**src/rtl/m_control.sv**
```systemverilog
// Sequencing controller for the RV32M multiply/divide datapath: drives the R/D/Z/mult selects per cycle.
// Optional macro M_DIV_ZERO_FASTPATH_EN: divide by zero skips the iteration loop and forces an all-ones quotient.
module m_control #(
    parameter int MUL_LATENCY      = 2,
    parameter int DIV_STEPS        = 32,
    parameter int MUX_R_LENGTH     = 3,
    parameter int MUX_D_LENGTH     = 2,
    parameter int MUX_Z_LENGTH     = 2,
    parameter int MUX_MULTA_LENGTH = 2,
    parameter int MUX_MULTB_LENGTH = 2
) (
    input  logic                        clk,
    input  logic                        resetn,
    input  logic                        start,
    input  logic                        flush,
    input  logic [2:0]                  funct3,
    input  logic                        rs1_sign,
    input  logic                        rs2_sign,
    input  logic                        rs2_zero,
    input  logic                        sub_neg,
    output logic                        busy,
    output logic                        done,
    output logic                        res_sel_r,
    output logic                        res_negate,
    output logic                        quot_force_ones,
    output logic [MUX_R_LENGTH-1:0]     mux_R,
    output logic [MUX_D_LENGTH-1:0]     mux_D,
    output logic [MUX_Z_LENGTH-1:0]     mux_Z,
    output logic [MUX_MULTA_LENGTH-1:0] mux_multA,
    output logic [MUX_MULTB_LENGTH-1:0] mux_multB
);

    localparam logic [MUX_R_LENGTH-1:0] R_KEEP       = MUX_R_LENGTH'(0);
    localparam logic [MUX_R_LENGTH-1:0] R_A          = MUX_R_LENGTH'(1);
    localparam logic [MUX_R_LENGTH-1:0] R_A_NEG      = MUX_R_LENGTH'(2);
    localparam logic [MUX_R_LENGTH-1:0] R_SUB_KEEP   = MUX_R_LENGTH'(3);
    localparam logic [MUX_R_LENGTH-1:0] R_MULT_LOWER = MUX_R_LENGTH'(4);

    localparam logic [MUX_D_LENGTH-1:0] D_KEEP  = MUX_D_LENGTH'(0);
    localparam logic [MUX_D_LENGTH-1:0] D_B     = MUX_D_LENGTH'(1);
    localparam logic [MUX_D_LENGTH-1:0] D_B_NEG = MUX_D_LENGTH'(2);
    localparam logic [MUX_D_LENGTH-1:0] D_SHR   = MUX_D_LENGTH'(3);

    localparam logic [MUX_Z_LENGTH-1:0] Z_KEEP       = MUX_Z_LENGTH'(0);
    localparam logic [MUX_Z_LENGTH-1:0] Z_ZERO       = MUX_Z_LENGTH'(1);
    localparam logic [MUX_Z_LENGTH-1:0] Z_SHL_ADD    = MUX_Z_LENGTH'(2);
    localparam logic [MUX_Z_LENGTH-1:0] Z_MULT_UPPER = MUX_Z_LENGTH'(3);

    localparam logic [MUX_MULTA_LENGTH-1:0] MA_ZERO       = MUX_MULTA_LENGTH'(0);
    localparam logic [MUX_MULTA_LENGTH-1:0] MA_R_UNSIGNED = MUX_MULTA_LENGTH'(1);
    localparam logic [MUX_MULTA_LENGTH-1:0] MA_R_SIGNED   = MUX_MULTA_LENGTH'(2);

    localparam logic [MUX_MULTB_LENGTH-1:0] MB_ZERO       = MUX_MULTB_LENGTH'(0);
    localparam logic [MUX_MULTB_LENGTH-1:0] MB_D_UNSIGNED = MUX_MULTB_LENGTH'(1);
    localparam logic [MUX_MULTB_LENGTH-1:0] MB_D_SIGNED   = MUX_MULTB_LENGTH'(2);

    localparam int CNT_MAX = (DIV_STEPS > MUL_LATENCY) ? DIV_STEPS : MUL_LATENCY;
    localparam int CNT_W   = $clog2(CNT_MAX + 1);

    typedef enum logic [2:0] {
        IDLE, LOAD, MUL_OPS, MUL_WAIT, MUL_WB, DIV_ITER, DONE
    } state_t;

    state_t           state;
    logic [CNT_W-1:0] count;
    logic [2:0]       op_funct3;
    logic             op_rs1_sign;
    logic             op_rs2_sign;
    logic             op_rs2_zero;

    // The subtractor sign steers the datapath directly; the sequence never branches on it.
    logic unused_sub_neg;
    assign unused_sub_neg = sub_neg;

    logic in_signed_div;
    logic op_is_div;
    logic op_a_signed;
    logic op_b_signed;
    logic fin_sel_r;
    logic fin_negate;
    logic fin_force_ones;

    assign in_signed_div = funct3[2] & ~funct3[0];
    assign op_is_div     = op_funct3[2];
    assign op_a_signed   = (op_funct3 == 3'b001) | (op_funct3 == 3'b010);
    assign op_b_signed   = (op_funct3 == 3'b001);
    assign fin_sel_r     = (op_funct3 == 3'b000) | (op_funct3[2] & op_funct3[1]);
    assign fin_negate    = ~op_rs2_zero & (((op_funct3 == 3'b100) & (op_rs1_sign ^ op_rs2_sign)) |
                                           ((op_funct3 == 3'b110) & op_rs1_sign));
`ifdef M_DIV_ZERO_FASTPATH_EN
    assign fin_force_ones = op_is_div & op_rs2_zero & ~op_funct3[1];
`else
    assign fin_force_ones = 1'b0;
`endif

    // Outputs are registered alongside the state: each branch loads the values for the state being entered.
    always_ff @(posedge clk) begin
        if (!resetn) begin
            state           <= IDLE;
            count           <= '0;
            op_funct3       <= '0;
            op_rs1_sign     <= 1'b0;
            op_rs2_sign     <= 1'b0;
            op_rs2_zero     <= 1'b0;
            busy            <= 1'b0;
            done            <= 1'b0;
            res_sel_r       <= 1'b0;
            res_negate      <= 1'b0;
            quot_force_ones <= 1'b0;
            mux_R           <= R_KEEP;
            mux_D           <= D_KEEP;
            mux_Z           <= Z_KEEP;
            mux_multA       <= MA_ZERO;
            mux_multB       <= MB_ZERO;
        end else begin
            busy            <= 1'b0;
            done            <= 1'b0;
            res_sel_r       <= 1'b0;
            res_negate      <= 1'b0;
            quot_force_ones <= 1'b0;
            mux_R           <= R_KEEP;
            mux_D           <= D_KEEP;
            mux_Z           <= Z_KEEP;
            mux_multA       <= MA_ZERO;
            mux_multB       <= MB_ZERO;
            if (flush) begin
                state <= IDLE;
                count <= '0;
            end else begin
                case (state)
                    IDLE: begin
                        count <= '0;
                        if (start) begin
                            state       <= LOAD;
                            busy        <= 1'b1;
                            op_funct3   <= funct3;
                            op_rs1_sign <= rs1_sign;
                            op_rs2_sign <= rs2_sign;
                            op_rs2_zero <= rs2_zero;
                            mux_R <= (funct3[2] && in_signed_div && rs1_sign && !rs2_zero) ? R_A_NEG : R_A;
                            mux_D <= (funct3[2] && in_signed_div && rs2_sign) ? D_B_NEG : D_B;
                            mux_Z <= funct3[2] ? Z_ZERO : Z_KEEP;
                        end
                    end
                    LOAD: begin
                        busy  <= 1'b1;
                        count <= '0;
`ifdef M_DIV_ZERO_FASTPATH_EN
                        if (op_is_div && op_rs2_zero) begin
                            state           <= DONE;
                            done            <= 1'b1;
                            res_sel_r       <= fin_sel_r;
                            res_negate      <= fin_negate;
                            quot_force_ones <= fin_force_ones;
                        end else
`endif
                        if (op_is_div) begin
                            state <= DIV_ITER;
                            mux_R <= R_SUB_KEEP;
                            mux_D <= D_SHR;
                            mux_Z <= Z_SHL_ADD;
                        end else begin
                            state     <= MUL_OPS;
                            mux_multA <= op_a_signed ? MA_R_SIGNED : MA_R_UNSIGNED;
                            mux_multB <= op_b_signed ? MB_D_SIGNED : MB_D_UNSIGNED;
                        end
                    end
                    MUL_OPS: begin
                        busy      <= 1'b1;
                        state     <= MUL_WAIT;
                        count     <= '0;
                        mux_multA <= mux_multA;
                        mux_multB <= mux_multB;
                    end
                    MUL_WAIT: begin
                        busy      <= 1'b1;
                        mux_multA <= mux_multA;
                        mux_multB <= mux_multB;
                        if (count == CNT_W'(MUL_LATENCY - 1)) begin
                            state <= MUL_WB;
                            count <= '0;
                            mux_R <= R_MULT_LOWER;
                            mux_Z <= Z_MULT_UPPER;
                        end else begin
                            count <= count + 1'b1;
                        end
                    end
                    MUL_WB: begin
                        busy            <= 1'b1;
                        state           <= DONE;
                        done            <= 1'b1;
                        res_sel_r       <= fin_sel_r;
                        res_negate      <= fin_negate;
                        quot_force_ones <= fin_force_ones;
                    end
                    DIV_ITER: begin
                        busy <= 1'b1;
                        if (count == CNT_W'(DIV_STEPS - 1)) begin
                            state           <= DONE;
                            count           <= '0;
                            done            <= 1'b1;
                            res_sel_r       <= fin_sel_r;
                            res_negate      <= fin_negate;
                            quot_force_ones <= fin_force_ones;
                        end else begin
                            count <= count + 1'b1;
                            mux_R <= R_SUB_KEEP;
                            mux_D <= D_SHR;
                            mux_Z <= Z_SHL_ADD;
                        end
                    end
                    DONE: begin
                        state <= IDLE;
                        count <= '0;
                    end
                    default: begin
                        state <= IDLE;
                        count <= '0;
                    end
                endcase
            end
        end
    end

endmodule
```
**config.mk**
```make
export PLATFORM = sky130hd
export DESIGN_NAME = m_control
export DESIGN_NICKNAME = d
export VERILOG_FILES = /design/src/rtl/m_control.sv
export SDC_FILE = /design/constraint.sdc
export NUM_CORES = 1
export LEC_CHECK = 0
export CAP_MARGIN = 20
export CORE_ASPECT_RATIO = 1.2
export CORE_MARGIN = 2
export CORE_UTILIZATION = 54
export DETAILED_ROUTE_END_ITERATION = 10
export PLACE_DENSITY = 0.83
export SLEW_MARGIN = 20
export SYNTH_ARGS = -nofsm -noshare
export SYNTH_HDL_FRONTEND = slang
export SYNTH_SLANG_ARGS = --single-unit
```
**constraint.sdc**
```tcl
create_clock -name clk -period 2.97 [get_ports clk]
set_clock_uncertainty 0.2 [all_clocks]
set_input_delay 0.594 -clock clk [delete_from_list [all_inputs] [get_ports clk]]
set_output_delay 0.594 -clock clk [all_outputs]
set_load 0.005 [all_outputs]
```
==> results of run 1 <==
[worst reg2reg max path, cell delays in order (launching register included)]
cell and delay (ns):
dfxtp_1 0.41, ha_1 0.22, and4b_1 0.24, nand2_1 0.10
o21ai_0 0.51, a21oi_1 0.14
[Yosys cell counts, types with 2 or more instances]
master	instances
a211oi_1	2
a21oi_1	15
a31oi_1	2
buf_2	3
buf_4	2
clkbuf_1	2
dfxtp_1	30
ha_1	2
inv_1	6
mux2i_1	6
nand2_1	10
nand2b_1	5
nand3b_1	2
nand4_1	3
nor2_1	18
nor2b_1	7
nor3_1	6
o21ai_0	7
xnor2_1	3
xor2_1	4
[cell families (layout without fill, tap and decap cells)]
family | after synthesis | in the layout | synth area share, %
XOR/XNOR | 7 | 7 | 4.508
AO/OA/AOI/OAI | 34 | 34 | 15.27
multiplexers | 6 | 6 | 4.416
buffers and inverters | 14 | 37 | 5.243
flip-flops | 30 | 30 | 44.16
adder cells (fa/ha/maj) | 2 | 2 | 1.840
other | 1 | 1 | 0.2757
AND/OR/NAND/NOR | 60 | 60 | 24.29
[metal layers]
| metal | track usage (%) | up-vias | routed length, µm |
|---|---|---|---|
| li1 | - | 576 | - |
| met2 | 40.19 | 34 | 1481 |
| met1 | 22.71 | 542 | 1135 |
| met4 | 8.333 | 0 | 41 |
| met3 | 7.071 | 4 | 151 |
| met5 | 0 | - | 0 |
[cell type report]
class,instances,area (µm²)
clock inverters,2,10.01
multi-input cells,110,688.2
repair buffers,24,240.2
fillers,201,691.9
well taps,31,38.79
clock buffers,5,37.54
flip-flops and latches,30,600.6
inverters,6,22.52
[worst paths after layout]
path	start	endpoint	slack [ns]	cells after the start
min reg2reg	mux_multA[0]	mux_multA[0]	0.27	2
max reg2reg	count[0]	mux_D[1]	1.00	5
min	mux_multA[0]	mux_multA[0]	0.27	2
max	start	op_rs2_sign	0.89	5
[sequential cells by signal (all words and copies together) (netlist names), 2 cells and up]
register   count
mux_R          3
state          3
mux_multB      2
mux_Z          2
count          6
op_funct3      3
mux_D          2
mux_multA      2
[power groups by stage]
| stage | clock network (µW) | logic, µW | registers (µW) |
|---|---|---|---|
| final | 224 | 71.2 | 424 |
| after global routing | 243 | 78.8 | 426 |
| after CTS | 226 | 71.7 | 424 |
| after detailed placement | 0 | 70.9 | 433 |
| after global placement | 0 | 69.3 | 432 |
| after floorplan | 0 | 50.2 | 427 |
[metrics by stage]
step	setup WS, ns	utilization, %	power (µW)	hold WS, ns
final	0.8923	70.30	718.8	0.2677
after CTS	0.8806	70.30	720.8	0.2709
after floorplan	1.282	-	477.0	0.2527
after global routing	0.7831	70.30	747.4	0.2993
after detailed placement	0.5168	68.26	503.7	0.2581
after global placement	0.5739	68.26	501.4	0.2465
==> flow_summary.ini, run 1 <==
[power_and_ir_drop]
netSwitchingFraction_pct = 25.54
power_frac_comb_pct = 9.9
irDropWorstVdd_uv = 388.7
netSwitchingPower_uw = 183.6
seqPwrFrac_pct = 58.9
p_leak_uw = 0.0005764
p_clk_share_pct = 31.2
power.density_nw_per_um2 = 438.9
intPower_uw = 535.2

[global_route]
grt_max_degree = 17
grt_pass1_wl_mm = 4.788
grt_pass1_vias = 1076
overflow = 0
grt.total_usage_pct = 21.70
antenna_found_initial = 0

[timing]
hold_violations = 0
slew_headroom_pct = 59.37
worst_slew_pin_slew_ns = 0.6030
finalCritPeriodShare_pct = 69.96
rsz0062_at_grt = false
fmax_mhz = 481.3
setup_violations = 0
slew_violations = 0
tns_ns = 0
fin_crit_ns = 2.078

[cells_and_area]
syn2layout_area_growth_pct = 20.42
num-nets-final = 190
mostFrequentLayoutCell = dfxtp_1
n_antenna_cell = 0
finalInstanceArea_um2 = 1638
mostFrequentLayoutCells = dfxtp_1, clkdlybuf4s50_1, nor2_1, a21oi_1, nand2_1
fin_cells = 208
drive_gt1_share_pct = 5.085

[floorplanning]
initial_core_util_pct = 58.38
die_area_um2 = 2938
die_y_um = 58.98
core-area_um2 = 2330
rows = 19
die_w_um = 49.82
ioPinCount = 27

[worst_setup_path]
worst_ep_arrival_time_ns = 2.12
path_class = in -> reg
crit_chain = clkdlybuf4s50_1 > nor4b_4 > and2b_1 > mux2i_1 > nor2b_1
cp.buffers_inverters = 1
cp_max_fo = 6
worst_setup_path_start_kind = input port
critPathTopFamily = simple AND/OR/NAND/NOR gates
max_stage_delay_ns = 0.51
required_ns = 3.01
slowest_stage = clkdlybuf4s50_1
cp-end-kind = flop

[synth]
synth_top_area_cell = dfxtp_1
synthCells = 154
ys.flop_type = dfxtp_1
netlist_area_um2 = 1360
syn_nets = 167
avgSynthCellArea_um2 = 8.832
synthTopCellsByArea = dfxtp_1, a21oi_1, nor2_1, mux2i_1, nor2b_1
yosysTopAreaCellShare_pct = 44.16
ys_seq_area_share_pct = 44.16
ys_ff_latch = 30
yosysWarningCount = 0
async_reset_ff_share_pct = 0
ys_types = 39
synth_edf_count = 0

[status]
status = finished clean

[place]
dpl-instance-area_um2 = 1590
dp.cells = 201
dp_hpwl_mm = 2.100
portBuffers = 24
gp_congestion = 0.8343

[clock_tree]
cts-root-buf = clkbuf_4
clock_sinks = 30
postCtsSetupRepairBufs = 0
cts_buffers = 5
cts_resized = 0
cts_tree = yes
worst_skew_pair.late_latency_ns = 0.34
clock_path_buffers = 2
clkSlewWorstSetupHoldPaths_ns = 0.10
cts_hold_buf = 0
htreeDepth = 2

[route]
drcViolationCount = 0
avgViaCountPerCell = 5.558
wire_per_inst_um = 13.50
num_vias = 1156
first_pass_iters = 4
routed_wirelength_mm = 2.809
first_iter_violations = 15
antenna_left = 0

[job]
maxCapViolCount = 0

[min_path]
hp-class = reg -> reg
(Power assumes the default switching activity.)
==> run 2: changes to the inputs <==
--- a/config.mk
+++ b/config.mk
@@ -8,9 +8,9 @@
 export CAP_MARGIN = 20
 export CORE_ASPECT_RATIO = 1.2
 export CORE_MARGIN = 2
-export CORE_UTILIZATION = 54
+export CORE_UTILIZATION = 45
 export DETAILED_ROUTE_END_ITERATION = 10
-export PLACE_DENSITY = 0.83
+export PLACE_DENSITY = 0.74
 export SLEW_MARGIN = 20
 export SYNTH_ARGS = -nofsm -noshare
 export SYNTH_HDL_FRONTEND = slang
==> constraint.sdc (replaced) <==
create_clock -name clk -period 1.7 [get_ports clk]
set_clock_uncertainty 0.2 [all_clocks]
set_input_delay 0.34 -clock clk [delete_from_list [all_inputs] [get_ports clk]]
set_output_delay 0.34 -clock clk [all_outputs]
set_load 0.005 [all_outputs]
==> run 2 against run 1 <==
Critical endpoint is now state[1]. Highest routed layer unchanged. First-iteration DRC count increased by 27%. Critical path depth is the same. Global-route usage fell by 1.7 points. Worst setup slack lost 0.80 ns. Clock power increased by 70%. Hold slack worse by 0.0077 ns.
==> flow_summary.ini, run 2 (same netlist as run 1, synthesis figures left out) <==
[status]
status = finished clean

[clock_tree]
htreeDepth = 2
clock_sinks = 30
clkSlewWorstSetupHoldPaths_ns = 0.09
cts_buffers = 5
clock_path_buffers = 2
worst_skew_pair.late_latency_ns = 0.33
cts_tree = yes
cts-root-buf = clkbuf_4
cts_hold_buf = 0

[floorplanning]
core-area_um2 = 2838
initial_core_util_pct = 47.93
die_y_um = 64.22
die_w_um = 54.19
die_area_um2 = 3480
ioPinCount = 27
rows = 21

[place]
dp_hpwl_mm = 2.279
gp_congestion = 0.8107
dp.cells = 223
portBuffers = 24
dpl-instance-area_um2 = 1749

[route]
routed_wirelength_mm = 2.959
wire_per_inst_um = 12.81
drcViolationCount = 0
first_pass_iters = 4
antenna_left = 0
first_iter_violations = 19
num_vias = 1225
avgViaCountPerCell = 5.303

[timing]
fmax_mhz = 620.3
fin_crit_ns = 1.612
slew_violations = 0
setup_violations = 0
hold_violations = 0
finalCritPeriodShare_pct = 94.83

[power_and_ir_drop]
totalPowerFinal_uw = 1275
power.density_nw_per_um2 = 694.0
irDropWorstVdd_uv = 485.6
p_leak_uw = 0.0008656

[cells_and_area]
largest_reg_flops = 6
mostFrequentLayoutCell = dfxtp_1
n_antenna_cell = 0
finalInstanceArea_um2 = 1837
final_util_pct = 64.73
mostFrequentLayoutCells = dfxtp_1, buf_4, nor2_1, a21oi_1
fin_cells = 231
syn2layout_area_growth_pct = 35.05
regMostFlops = count
num-nets-final = 210
drive_gt1_share_pct = 18.78

[worst_setup_path]
cp-end-kind = flop
worst_ep_arrival_time_ns = 1.67
rr_worst_depth = 5
crit_end = state[1]
worst_setup_path_start_kind = flop
regToRegEndpoint = state[1]
cp_max_fo = 3
r2r-start = count[0]
path_class = reg -> reg
required_ns = 1.76
r2r_slack_ns = 0.09
startpoint = count[0]

[global_route]
overflow = 0
grt_pass1_wl_mm = 5.030
use_met1_pct = 20.29
antenna_found_initial = 0
met2_usage_pct = 34.34
use_met3_pct = 6.308
grt.total_usage_pct = 19.99
grt_pass1_vias = 1232
busiest_layer = met2
grt_max_degree = 15

[job]
maxCapViolCount = 0

[min_path]
hp-class = reg -> reg
hp-start = mux_multA[0]
[run 2: changes by cell type in the layout (fill, tap and decap cells not counted), moves of 2 or more]
| cell | change |
|---|---|
| dlygate4sd2_1 | +7 |
| dlymetal6s2s_1 | +9 |
| dfxtp_1 | -6 |
| dfxtp_2 | +6 |
| buf_4 | +19 |
| clkinv_2 | -2 |
| clkdlybuf4s50_1 | -16 |
| clkbuf_1 | +2 |
[run 2: where the power goes]
group	internal (µW)	leakage [µW]	switching (µW)	total, µW
logic	89.8	0.000594	68.0	158
clock network	156	0.0000254	226	381
registers	719	0.000246	16.3	736
[run 2: per-layer routing]
layer	share of wire (%)	vias up	wire length [µm]
met5	0	-	0
met4	2.5	0	74
met3	5.1	7	152
met2	53	25	1555
met1	40	576	1176
li1	-	617	-
[run 2: worst min-delay path by stage]
stage / end / slack [ns] / cells past startpoint
finish: mux_multA[0] / 0.26 / 2
global route: mux_multA[0] / 0.30 / 2
CTS: mux_multA[0] / 0.26 / 2
detailed placement: mux_multA[0] / 0.26 / 2
global placement: mux_multA[0] / 0.25 / 2
floorplan: mux_multA[0] / 0.25 / 2
[run 2: area by class of cell]
class | instances | area (µm²)
inverters | 6 | 22.52
clock buffers | 7 | 45.04
repair buffers | 44 | 416.7
flip-flops and latches | 30 | 608.1
fillers | 246 | 1001
multi-input cells | 110 | 701.9
well taps | 34 | 42.54
[run 2: repair_timing]
item	4_1_cts	5_1_grt
buffers inserted	0	1
pin swaps	0	1
setup endpoints to repair	7	19
gates resized for setup	11	16
[run 2: metrics by stage]
step                      hold WS (ns)  worst slack [ns]    TNS [ns]
after floorplan                 0.2527           0.08093           0
after global placement          0.2500           -0.2117      -2.534
after detailed placement        0.2614           -0.3196      -3.246
after CTS                       0.2639          0.001210           0
after global routing            0.2957        -0.0006014  -0.0006014
final                           0.2600           0.08793           0
[run 2: worst max-delay path: stages (launching register included)]
cell	delay, ns
dfxtp_1	0.35
ha_2	0.20
and4b_1	0.25
nand2_2	0.09
a311o_1	0.35
a21oi_1	0.11
